$ cat config.mk
export PLATFORM = sky130hd
export DESIGN_NAME = rob_mw
export DESIGN_NICKNAME = d
export VERILOG_FILES = /design/src/rtl/rob_mw.sv
export SDC_FILE = /design/constraint.sdc
export NUM_CORES = 2
export LEC_CHECK = 0
export BUFFER_PORTS_ARGS = -buffer_cell sky130_fd_sc_hd__buf_2
export CORE_MARGIN = 2
export CORE_UTILIZATION = 57
export DETAILED_ROUTE_END_ITERATION = 16
export PLACE_DENSITY = 0.78
export SETUP_SLACK_MARGIN = 0.02
export SYNTH_ARGS = -nofsm -noshare
export SYNTH_HDL_FRONTEND = slang
export SYNTH_SLANG_ARGS = --single-unit
$ cat constraint.sdc
create_clock -name clk -period 6.7 [get_ports clk]
set_input_delay 0.67 -clock clk [delete_from_list [all_inputs] [get_ports clk]]
set_output_delay 0.67 -clock clk [all_outputs]
set_load 0.05 [all_outputs]
$ cat src/rtl/rob_mw.sv
// rob_mw: multi-writeback, multi-retire reorder buffer.
// Circular in-order buffer between dispatch and the architectural register
// file. One dispatch per cycle, N_WB_PORTS writebacks per cycle, up to
// RETIRE_WIDTH in-order retirements per cycle, and N_RD_PORTS operand reads
// with same-cycle writeback forwarding. A retiring mispredicted entry empties
// the buffer and raises a registered one-cycle flush with the redirect PC.
module rob_mw #(
    parameter int N_ENTRIES    = 16,
    parameter int N_WB_PORTS   = 2,
    parameter int N_RD_PORTS   = 2,
    parameter int RETIRE_WIDTH = 2,
    parameter int ARF_ID_W     = 5,
    parameter int DATA_W       = 32,
    localparam int ID_W        = $clog2(N_ENTRIES)
) (
    input  logic                             clk,
    input  logic                             rst,
    input  logic                             dispatch_valid,
    output logic                             dispatch_ready,
    output logic [ID_W-1:0]                  dispatch_rob_id,
    input  logic                             dispatch_dst_valid,
    input  logic [ARF_ID_W-1:0]              dispatch_dst_arf_id,
    input  logic [DATA_W-1:0]                dispatch_pc,
    input  logic [N_RD_PORTS*ID_W-1:0]       rd_rob_id,
    output logic [N_RD_PORTS-1:0]            rd_ready,
    output logic [N_RD_PORTS*DATA_W-1:0]     rd_data,
    input  logic [N_WB_PORTS-1:0]            wb_valid,
    input  logic [N_WB_PORTS*ID_W-1:0]       wb_rob_id,
    input  logic [N_WB_PORTS*DATA_W-1:0]     wb_data,
    input  logic [N_WB_PORTS-1:0]            wb_mispredict,
    input  logic [N_WB_PORTS*DATA_W-1:0]     wb_redirect_pc,
    output logic [RETIRE_WIDTH-1:0]          retire_valid,
    output logic [RETIRE_WIDTH-1:0]          retire_wen,
    output logic [RETIRE_WIDTH*ID_W-1:0]     retire_rob_id,
    output logic [RETIRE_WIDTH*ARF_ID_W-1:0] retire_arf_id,
    output logic [RETIRE_WIDTH*DATA_W-1:0]   retire_data,
    output logic                             flush_valid,
    output logic [DATA_W-1:0]                flush_pc
);

    localparam int CNT_W = ID_W + 1;

    // Pointers and occupancy
    logic [ID_W-1:0]      head_reg;
    logic [ID_W-1:0]      tail_reg;
    logic [CNT_W-1:0]     count_reg;

    // Per-entry status flags (reset)
    logic [N_ENTRIES-1:0] occupied_reg;
    logic [N_ENTRIES-1:0] ready_reg;
    logic [N_ENTRIES-1:0] mispredict_reg;

    // Per-entry payload (no reset needed; guarded by the flags above)
    logic                 dst_valid_mem [N_ENTRIES];
    logic [ARF_ID_W-1:0]  arf_id_mem    [N_ENTRIES];
    logic [DATA_W-1:0]    pc_mem        [N_ENTRIES];
    logic [DATA_W-1:0]    data_mem      [N_ENTRIES];
    logic [DATA_W-1:0]    redirect_mem  [N_ENTRIES];

    logic                 flush_valid_reg;
    logic [DATA_W-1:0]    flush_pc_reg;

    // Retire decode results
    logic [RETIRE_WIDTH-1:0] lane_valid;
    logic [CNT_W-1:0]        n_retired;
    logic                    mp_retire;
    logic [DATA_W-1:0]       mp_redirect_pc;

    logic                    dispatch_fire;
    logic [N_WB_PORTS-1:0]   wb_accept;

    // Dispatch handshake: blocked while a mispredicted entry retires so the
    // flush never has to reconcile with a new allocation.
    assign dispatch_ready  = (count_reg != CNT_W'(N_ENTRIES)) & ~mp_retire;
    assign dispatch_rob_id = tail_reg;
    assign dispatch_fire   = dispatch_valid & dispatch_ready;

    assign flush_valid = flush_valid_reg;
    assign flush_pc    = flush_pc_reg;

    // A writeback lands only on a live entry, and never in the flush cycle.
    genvar gi;
    generate
        for (gi = 0; gi < N_WB_PORTS; gi++) begin : g_wb_accept
            assign wb_accept[gi] = wb_valid[gi]
                                 & occupied_reg[wb_rob_id[gi*ID_W +: ID_W]]
                                 & ~flush_valid_reg;
        end
    endgenerate

    // Retire selection: a ready prefix of the buffer starting at head, cut
    // short after the first mispredicted entry.
    always_comb begin
        logic [ID_W-1:0] lane_id;
        logic            chain_ok;
        lane_valid     = '0;
        n_retired      = '0;
        mp_retire      = 1'b0;
        mp_redirect_pc = '0;
        chain_ok       = 1'b1;
        lane_id        = head_reg;
        for (int k = 0; k < RETIRE_WIDTH; k++) begin
            lane_id = head_reg + ID_W'(k);
            if (chain_ok && !mp_retire && (count_reg > CNT_W'(k))
                    && occupied_reg[lane_id] && ready_reg[lane_id]) begin
                lane_valid[k] = 1'b1;
                n_retired     = n_retired + CNT_W'(1);
                if (mispredict_reg[lane_id]) begin
                    mp_retire      = 1'b1;
                    mp_redirect_pc = redirect_mem[lane_id];
                end
            end else begin
                chain_ok = 1'b0;
            end
        end
    end

    // Retire lane outputs: lane k always reports entry head+k.
    generate
        for (gi = 0; gi < RETIRE_WIDTH; gi++) begin : g_retire
            logic [ID_W-1:0] lane_rid;
            assign lane_rid = head_reg + ID_W'(gi);
            assign retire_valid[gi] = lane_valid[gi];
            assign retire_wen[gi]   = lane_valid[gi] & dst_valid_mem[lane_rid];
            assign retire_rob_id[gi*ID_W +: ID_W]         = lane_rid;
            assign retire_arf_id[gi*ARF_ID_W +: ARF_ID_W] = arf_id_mem[lane_rid];
            assign retire_data[gi*DATA_W +: DATA_W]       = data_mem[lane_rid];
        end
    endgenerate

    // Operand reads: a same-cycle writeback (highest port) beats stored state.
    generate
        for (gi = 0; gi < N_RD_PORTS; gi++) begin : g_read
            logic [ID_W-1:0]   rid;
            logic              rdy;
            logic [DATA_W-1:0] val;
            assign rid = rd_rob_id[gi*ID_W +: ID_W];
            always_comb begin
                rdy = occupied_reg[rid] & ready_reg[rid];
                val = data_mem[rid];
                for (int p = 0; p < N_WB_PORTS; p++) begin
                    if (wb_valid[p] && (wb_rob_id[p*ID_W +: ID_W] == rid)) begin
                        rdy = 1'b1;
                        val = wb_data[p*DATA_W +: DATA_W];
                    end
                end
            end
            assign rd_ready[gi]                = rdy;
            assign rd_data[gi*DATA_W +: DATA_W] = val;
        end
    endgenerate

    // Control state: writeback flags, retire release, allocation, flush.
    // Statement order matters: a later non-blocking write wins, so retire
    // release precedes allocation (full-buffer reuse of head), and the flush
    // clear comes last.
    always_ff @(posedge clk) begin
        if (rst) begin
            head_reg        <= '0;
            tail_reg        <= '0;
            count_reg       <= '0;
            occupied_reg    <= '0;
            ready_reg       <= '0;
            mispredict_reg  <= '0;
            flush_valid_reg <= 1'b0;
            flush_pc_reg    <= '0;
        end else begin
            flush_valid_reg <= mp_retire;
            if (mp_retire) begin
                flush_pc_reg <= mp_redirect_pc;
            end
            for (int p = 0; p < N_WB_PORTS; p++) begin
                if (wb_accept[p]) begin
                    ready_reg[wb_rob_id[p*ID_W +: ID_W]]      <= 1'b1;
                    mispredict_reg[wb_rob_id[p*ID_W +: ID_W]] <= wb_mispredict[p];
                end
            end
            for (int k = 0; k < RETIRE_WIDTH; k++) begin
                if (lane_valid[k]) begin
                    occupied_reg[head_reg + ID_W'(k)] <= 1'b0;
                end
            end
            if (mp_retire) begin
                occupied_reg <= '0;
                head_reg     <= head_reg + n_retired[ID_W-1:0];
                tail_reg     <= head_reg + n_retired[ID_W-1:0];
                count_reg    <= '0;
            end else begin
                if (dispatch_fire) begin
                    occupied_reg[tail_reg]   <= 1'b1;
                    ready_reg[tail_reg]      <= 1'b0;
                    mispredict_reg[tail_reg] <= 1'b0;
                    tail_reg                 <= tail_reg + ID_W'(1);
                end
                head_reg  <= head_reg + n_retired[ID_W-1:0];
                count_reg <= count_reg + CNT_W'(dispatch_fire) - n_retired;
            end
        end
    end

    // Payload storage: results and redirect targets from writeback, static
    // instruction fields from dispatch.
    always_ff @(posedge clk) begin
        for (int p = 0; p < N_WB_PORTS; p++) begin
            if (!rst && wb_accept[p]) begin
                data_mem[wb_rob_id[p*ID_W +: ID_W]]     <= wb_data[p*DATA_W +: DATA_W];
                redirect_mem[wb_rob_id[p*ID_W +: ID_W]] <= wb_redirect_pc[p*DATA_W +: DATA_W];
            end
        end
        if (!rst && dispatch_fire) begin
            dst_valid_mem[tail_reg] <= dispatch_dst_valid;
            arf_id_mem[tail_reg]    <= dispatch_dst_arf_id;
            pc_mem[tail_reg]        <= dispatch_pc;
        end
    end

endmodule

Yosys cells after proc, flatten, opt, wreduce, memory -nomap -nowiden
Memories as Yosys holds them, arrays and structs flattened. A register that Yosys moved wholly into a read port is not among the register bits.
Cells that the tools add are included.
Cells by class
  reductions and logical operators: 22
  order comparisons: 14
  bitwise gates (word level): 22
  add/subtract/negate cells: 6
  muxes and demuxes: 85
  eq/ne operators: 5
Operators by type and width (count)
  16-bit 2-to-1 mux: 17
  32-bit 2-to-1 mux: 8
  16-bit AND: 4
  1-bit binary-select mux with 4-bit select: 12
  16-bit inverter: 3
  16-bit bitwise OR: 3
  4-bit by 5-bit < comparator with 1-bit output, second input constant: 7
  1-bit 2-to-1 mux: 34
  16-bit bitwise mux: 2
  4-bit 2-to-1 mux: 6
  1-bit demux with 4-bit select: 5
  4-bit by 1-bit >= comparator with 1-bit output, second input constant: 5
  1-bit logical AND: 18
  4-bit == test: 4
  1-bit AND: 10
  5-bit by 1-bit > comparator with 1-bit output, second input constant: 2
  4-bit by 1-bit adder with 4-bit output, second input constant: 2
  5-bit by 1-bit adder with 5-bit output: 1
  5-bit by 1-bit adder with 5-bit output, second input constant: 1
  5-bit 2-to-1 mux: 1
  5-bit != test, second input constant: 1
  5-bit subtractor: 1
  4-bit adder: 1
  1-bit logical NOT: 2
  3 further kinds: 4
Word-level totals
  register bits: 94
  output and inout bits: 190
  input bits: 189
  word-level logic and storage cells: 166
  bits in writable memories: 1120
  memories kept: 4
Memories
  data_mem: words 16, width 32, rd ports 4, clocked after memory_dff 1, wr ports 2, line 57  | logic [DATA_W-1:0] data_mem [N_ENTRIES];
  redirect_mem: words 16, width 32, rd ports 2, clocked after memory_dff 1, wr ports 2, line 58  | logic [DATA_W-1:0] redirect_mem [N_ENTRIES];
  arf_id_mem: words 16, width 5, rd ports 2, clocked after memory_dff 1, wr ports 1, line 55  | logic [ARF_ID_W-1:0] arf_id_mem [N_ENTRIES];
  dst_valid_mem: words 16, width 1, rd ports 2, clocked after memory_dff 1, wr ports 1, line 54  | logic dst_valid_mem [N_ENTRIES];

Logic depth before layout (Yosys ltp)
  word-level depth: 17
  depth in mapped cells: 19
  depth with buffers taken out: 16

Worst setup path after synthesis
OpenSTA, ideal clock, no wires.
  path kind: input to register
  from: input wb_rob_id[0]
  to: memory data_mem[10][0], enable pin
  arrival time: 6.487 ns
  cell stages on the path: 6
  setup time: 0.584 ns
  slack: -0.371 ns
  cells stage by stage: clkbuf_1 -> mux4_2 -> mux2i_1 -> mux2i_1 -> nand2_1 -> o31ai_1
RTL lines
  from (decl): line 28  | input logic [N_WB_PORTS*ID_W-1:0] wb_rob_id,
  to (decl): line 57

Worst setup path in the final report
  from: register head_reg[1]
  to: output dispatch_ready
On the way
  cells in the longest elaborated chain, start to end: 13
Ends and longest elaborated chain
  from (decl): line 44  | logic [ID_W-1:0] head_reg;
  from (signal assigned): line 185  | head_reg <= head_reg + n_retired[ID_W-1:0];
  from (signal assigned): line 195  | head_reg <= head_reg + n_retired[ID_W-1:0];
  parallel branches: the longest is 10 deep, another holds 4-bit by 1-bit adder with 4-bit output
  1-bit 2-to-1 mux (*): line 104  | if (chain_ok && !mp_retire && (count_reg > CNT_W'(k))
  1-bit inverter (*): line 74  | assign dispatch_ready = (count_reg != CNT_W'(N_ENTRIES)) & ~mp_retire;
  1-bit AND (*): line 74
  to (decl): line 19  | output logic dispatch_ready,
Mark *: on every way between the ends. The select of a mux whose other input is x is not followed.

==> flow_summary_export.csv <==
group,metric,value,unit
power_and_ir_drop,peakVddDrop,0.272,mV
floorplan,die_y,374,microns
critical_path,slowest_stage,"dfxtp_4",
clocking,clockRootBuffer,"clkbuf_16",
clocking,cts_hold_buffers,0,
route,vias,51400,
timing,maxSlewViolCount,0,
final_layout,multi_input_comb_area,40600,sq um
worst_hold_path,min_path_cells,1,
yosys,yosys-top-cells-area,"edfxtp_1 43%, mux4_2 30%, mux2_2 15%",
power_and_ir_drop,power_density,206,nW/um^2
clocking,cts_max_path_buffers,3,
yosys,postSynthCellCount,4638,
clocking,clock_sinks,1214,
timing,fin_tns_setup,0,ps
timing,min_period_over_period,84.5,%
route,viasPerCell,7.80,
floorplan,start_util,57.6,%
critical_path,rr_worst_depth,16,
critical_path,critical_path.startpoint,"head_reg[1]",
floorplan,ios,379,
yosys,synth.yosys.seq_area_share,45.4,%
route,drc_errors,0,
final_layout,final_cell_mix,"1120 x edfxtp_1, 1058 x mux4_2, 1028 x mux2_2",
route,wl_per_cell,38.5,microns
clocking,clk_pin_slew,60,ps
clocking,numCtsBuffers,140,
clocking,cts_max_level,4,
placement,placed_area,81300,sq um
yosys,synth_top_area_share,43.0,%
yosys,syn_area_per_cell,16.9,sq um
grt,grt_usage,36.2,%
clocking,worstSkewPairLatency,800,ps
yosys,ys_async_sr_fraction,0,%
final_layout,finish.instance_area,86000,sq um
yosys,ys_ff_latch,1214,
route,first_iter_violations,7596,
critical_path,crit_chain,"inv_1 > ha_4 > mux4_2 > nand2_1 > o211ai_1 > o311a_1 > a21oi_1 > nand2b_1 > and2_1 > buf_2",
timing,slew_headroom,8.54,%
critical_path,r2r-end,"count_reg[4]",
floorplan,die_area,140000,sq um
final_layout,seqCellArea,35500,sq um
worst_hold_path,hold_end,"arf_id_mem[2][4]",
final_layout,nets,4880,
grt,grt_pass1_wl,364,mm
grt,grt_pass1_vias,51400,
final_layout,stdcell_count,6595,
timing,rsz0062_at_grt,"false",
critical_path,cpPeakStageDelay,890,ps
placement,dp_hpwl,141,mm
yosys,synth_warnings,0,
placement,dp_cells,6309,
timing,final-hold-violation-count,0,
critical_path,worstSetupStartpointType,"flip-flop",
grt,grt_max_degree,134,
placement,io_buffers,346,
timing,setup_viol,0,
critical_path,rr_startpoint,"head_reg[1]",
clocking,cts_resized,0,
route,wl,254,mm
worst_hold_path,worstHoldStart,"dispatch_dst_arf_id[4]",
critical_path,critPathRequiredTime,6030,ps
floorplan,die_w,374,microns
final_layout,area_growth,9.96,%
placement,gp_congestion,0.931,
timing,worst_pin_slew,1360,ps
yosys,mappedNetlistArea,78200,sq um
run_status,status,"finished, final reports clean",
placement,dp_slack,1320,ps
power_and_ir_drop,power_leakage,27.0,nW
timing,finalClockSkew,24.0,ps
clocking,tritoncts,"built",
final_layout,finalCoreUtilization,63.3,%
timing,fin_ws,1040,ps
floorplan,rows,135,
floorplan,coreArea,136000,sq um
route,firstDrtPassIters,6,
yosys,synth_top_area_cell,"edfxtp_1",
timing,max_freq,0.177,GHz
yosys,synthDistinctLibCells,66,
critical_path,path_max_fanout,47,
final_layout,final_common_cell,"edfxtp_1",
critical_path,r2r_setup_slack,1330,ps
final_layout,drive_above_1_share,59.0,%
run,drv_cap,0,
yosys,synth_ff_type,"edfxtp_1",
worst_hold_path,hold_path.class,"in -> reg",
route,ant_nets,0,
critical_path,end_kind,"output port",
grt,overflow,0,
yosys,syn_nets,4848,
critical_path,criticalPathCategory,"reg -> out",
timing,fin_crit,5660,ps
grt,grt_antenna_before_repair,53,
clocking,cts_setup_buffers,0,
critical_path,worstPathArrival,4990,ps
yosys,synth-edff-count,1120,
final_layout,fillCellCount,9453,
-- worst max path at each step --
stage	endpoint	slack, ps	depth (start not counted)
finish	dispatch_ready	1040	10
global route	dispatch_ready	770	10
CTS	dispatch_ready	950	10
detailed placement	count_reg[4]	1320	16
global placement	count_reg[4]	1230	16
floorplan	data_mem[10][0]	-370	6
-- through the flow --
step | power (mW) | hold slack, ps
after floorplan | 9.64 | 483
after global placement | 10.1 | 465
after detailed placement | 10.1 | 470
after CTS | 17.8 | 215
after global routing | 18.1 | 252
final | 17.7 | 259
-- cell type report --
| type | count | area share [%] |
|---|---|---|
| Multi-Input combinational cell | 2821 | 47.2 |
| Timing Repair Buffer | 473 | 3.39 |
| Antenna cell | 28 | 0.0815 |
| Sequential cell | 1214 | 41.3 |
| Inverter | 20 | 0.111 |
| Tap cell | 1781 | 2.59 |
| Clock inverter | 73 | 0.880 |
| Clock buffer | 185 | 4.46 |
-- kinds of logic after synthesis --
kind of cell	synth area share [%]
fa+ha+maj	0.355
simple gates	2.07
mux	46.5
flops	45.4
compound gates	2.10
xor+xnor	0.323
buf+inv	3.28
-- layer usage --
| layer | global-route usage [%] | up-vias | share of wire (%) |
|---|---|---|---|
| li1 | - | 19700 | - |
| met1 | 46.8 | 26500 | 34 |
| met2 | 55.4 | 4289 | 47 |
| met3 | 11.7 | 873 | 14 |
| met4 | 17.8 | 44 | 5.3 |
| met5 | 0 | - | 0.11 |
-- power by group --
part | switching [mW] | leakage (nW) | internal, mW
logic | 0.997 | 14.0 | 0.649
clock network | 3.29 | 2.23 | 4.48
registers | 0.0277 | 10.8 | 8.30
total | 4.32 | 27.0 | 13.4
-- Yosys cell counts, types with 5 or more instances --
cell      instances
and3_1           30
buf_2           179
o21ai_0          91
dfxtp_1          94
a21oi_1          51
mux2i_1          91
nand2b_1          9
nand2_1         131
nor2b_1          16
nor2_1           63
ha_1             19
a221o_1          18
clkbuf_1        303
o221ai_1          9
inv_1            18
mux2_2         1028
a211oi_1         16
xnor2_1          13
and2_1           12
o31ai_1           6
mux4_2         1058
buf_1            89
nand3_1          40
nor3_1            6
nand4_1           9
a22oi_1          12
buf_6             5
xor2_1           14
nor4_1           16
o21a_1            7
edfxtp_1       1120
-- worst max-delay path, delay by kind of cell, from the launching register on --
| kind | cells | cell delay (ps) |
|---|---|---|
| flops | 1 | 890 |
| simple gates | 3 | 470 |
| buf+inv | 2 | 600 |
| compound gates | 3 | 790 |
| mux | 1 | 590 |
| fa+ha+maj | 1 | 860 |
(Power assumes the default switching activity.)
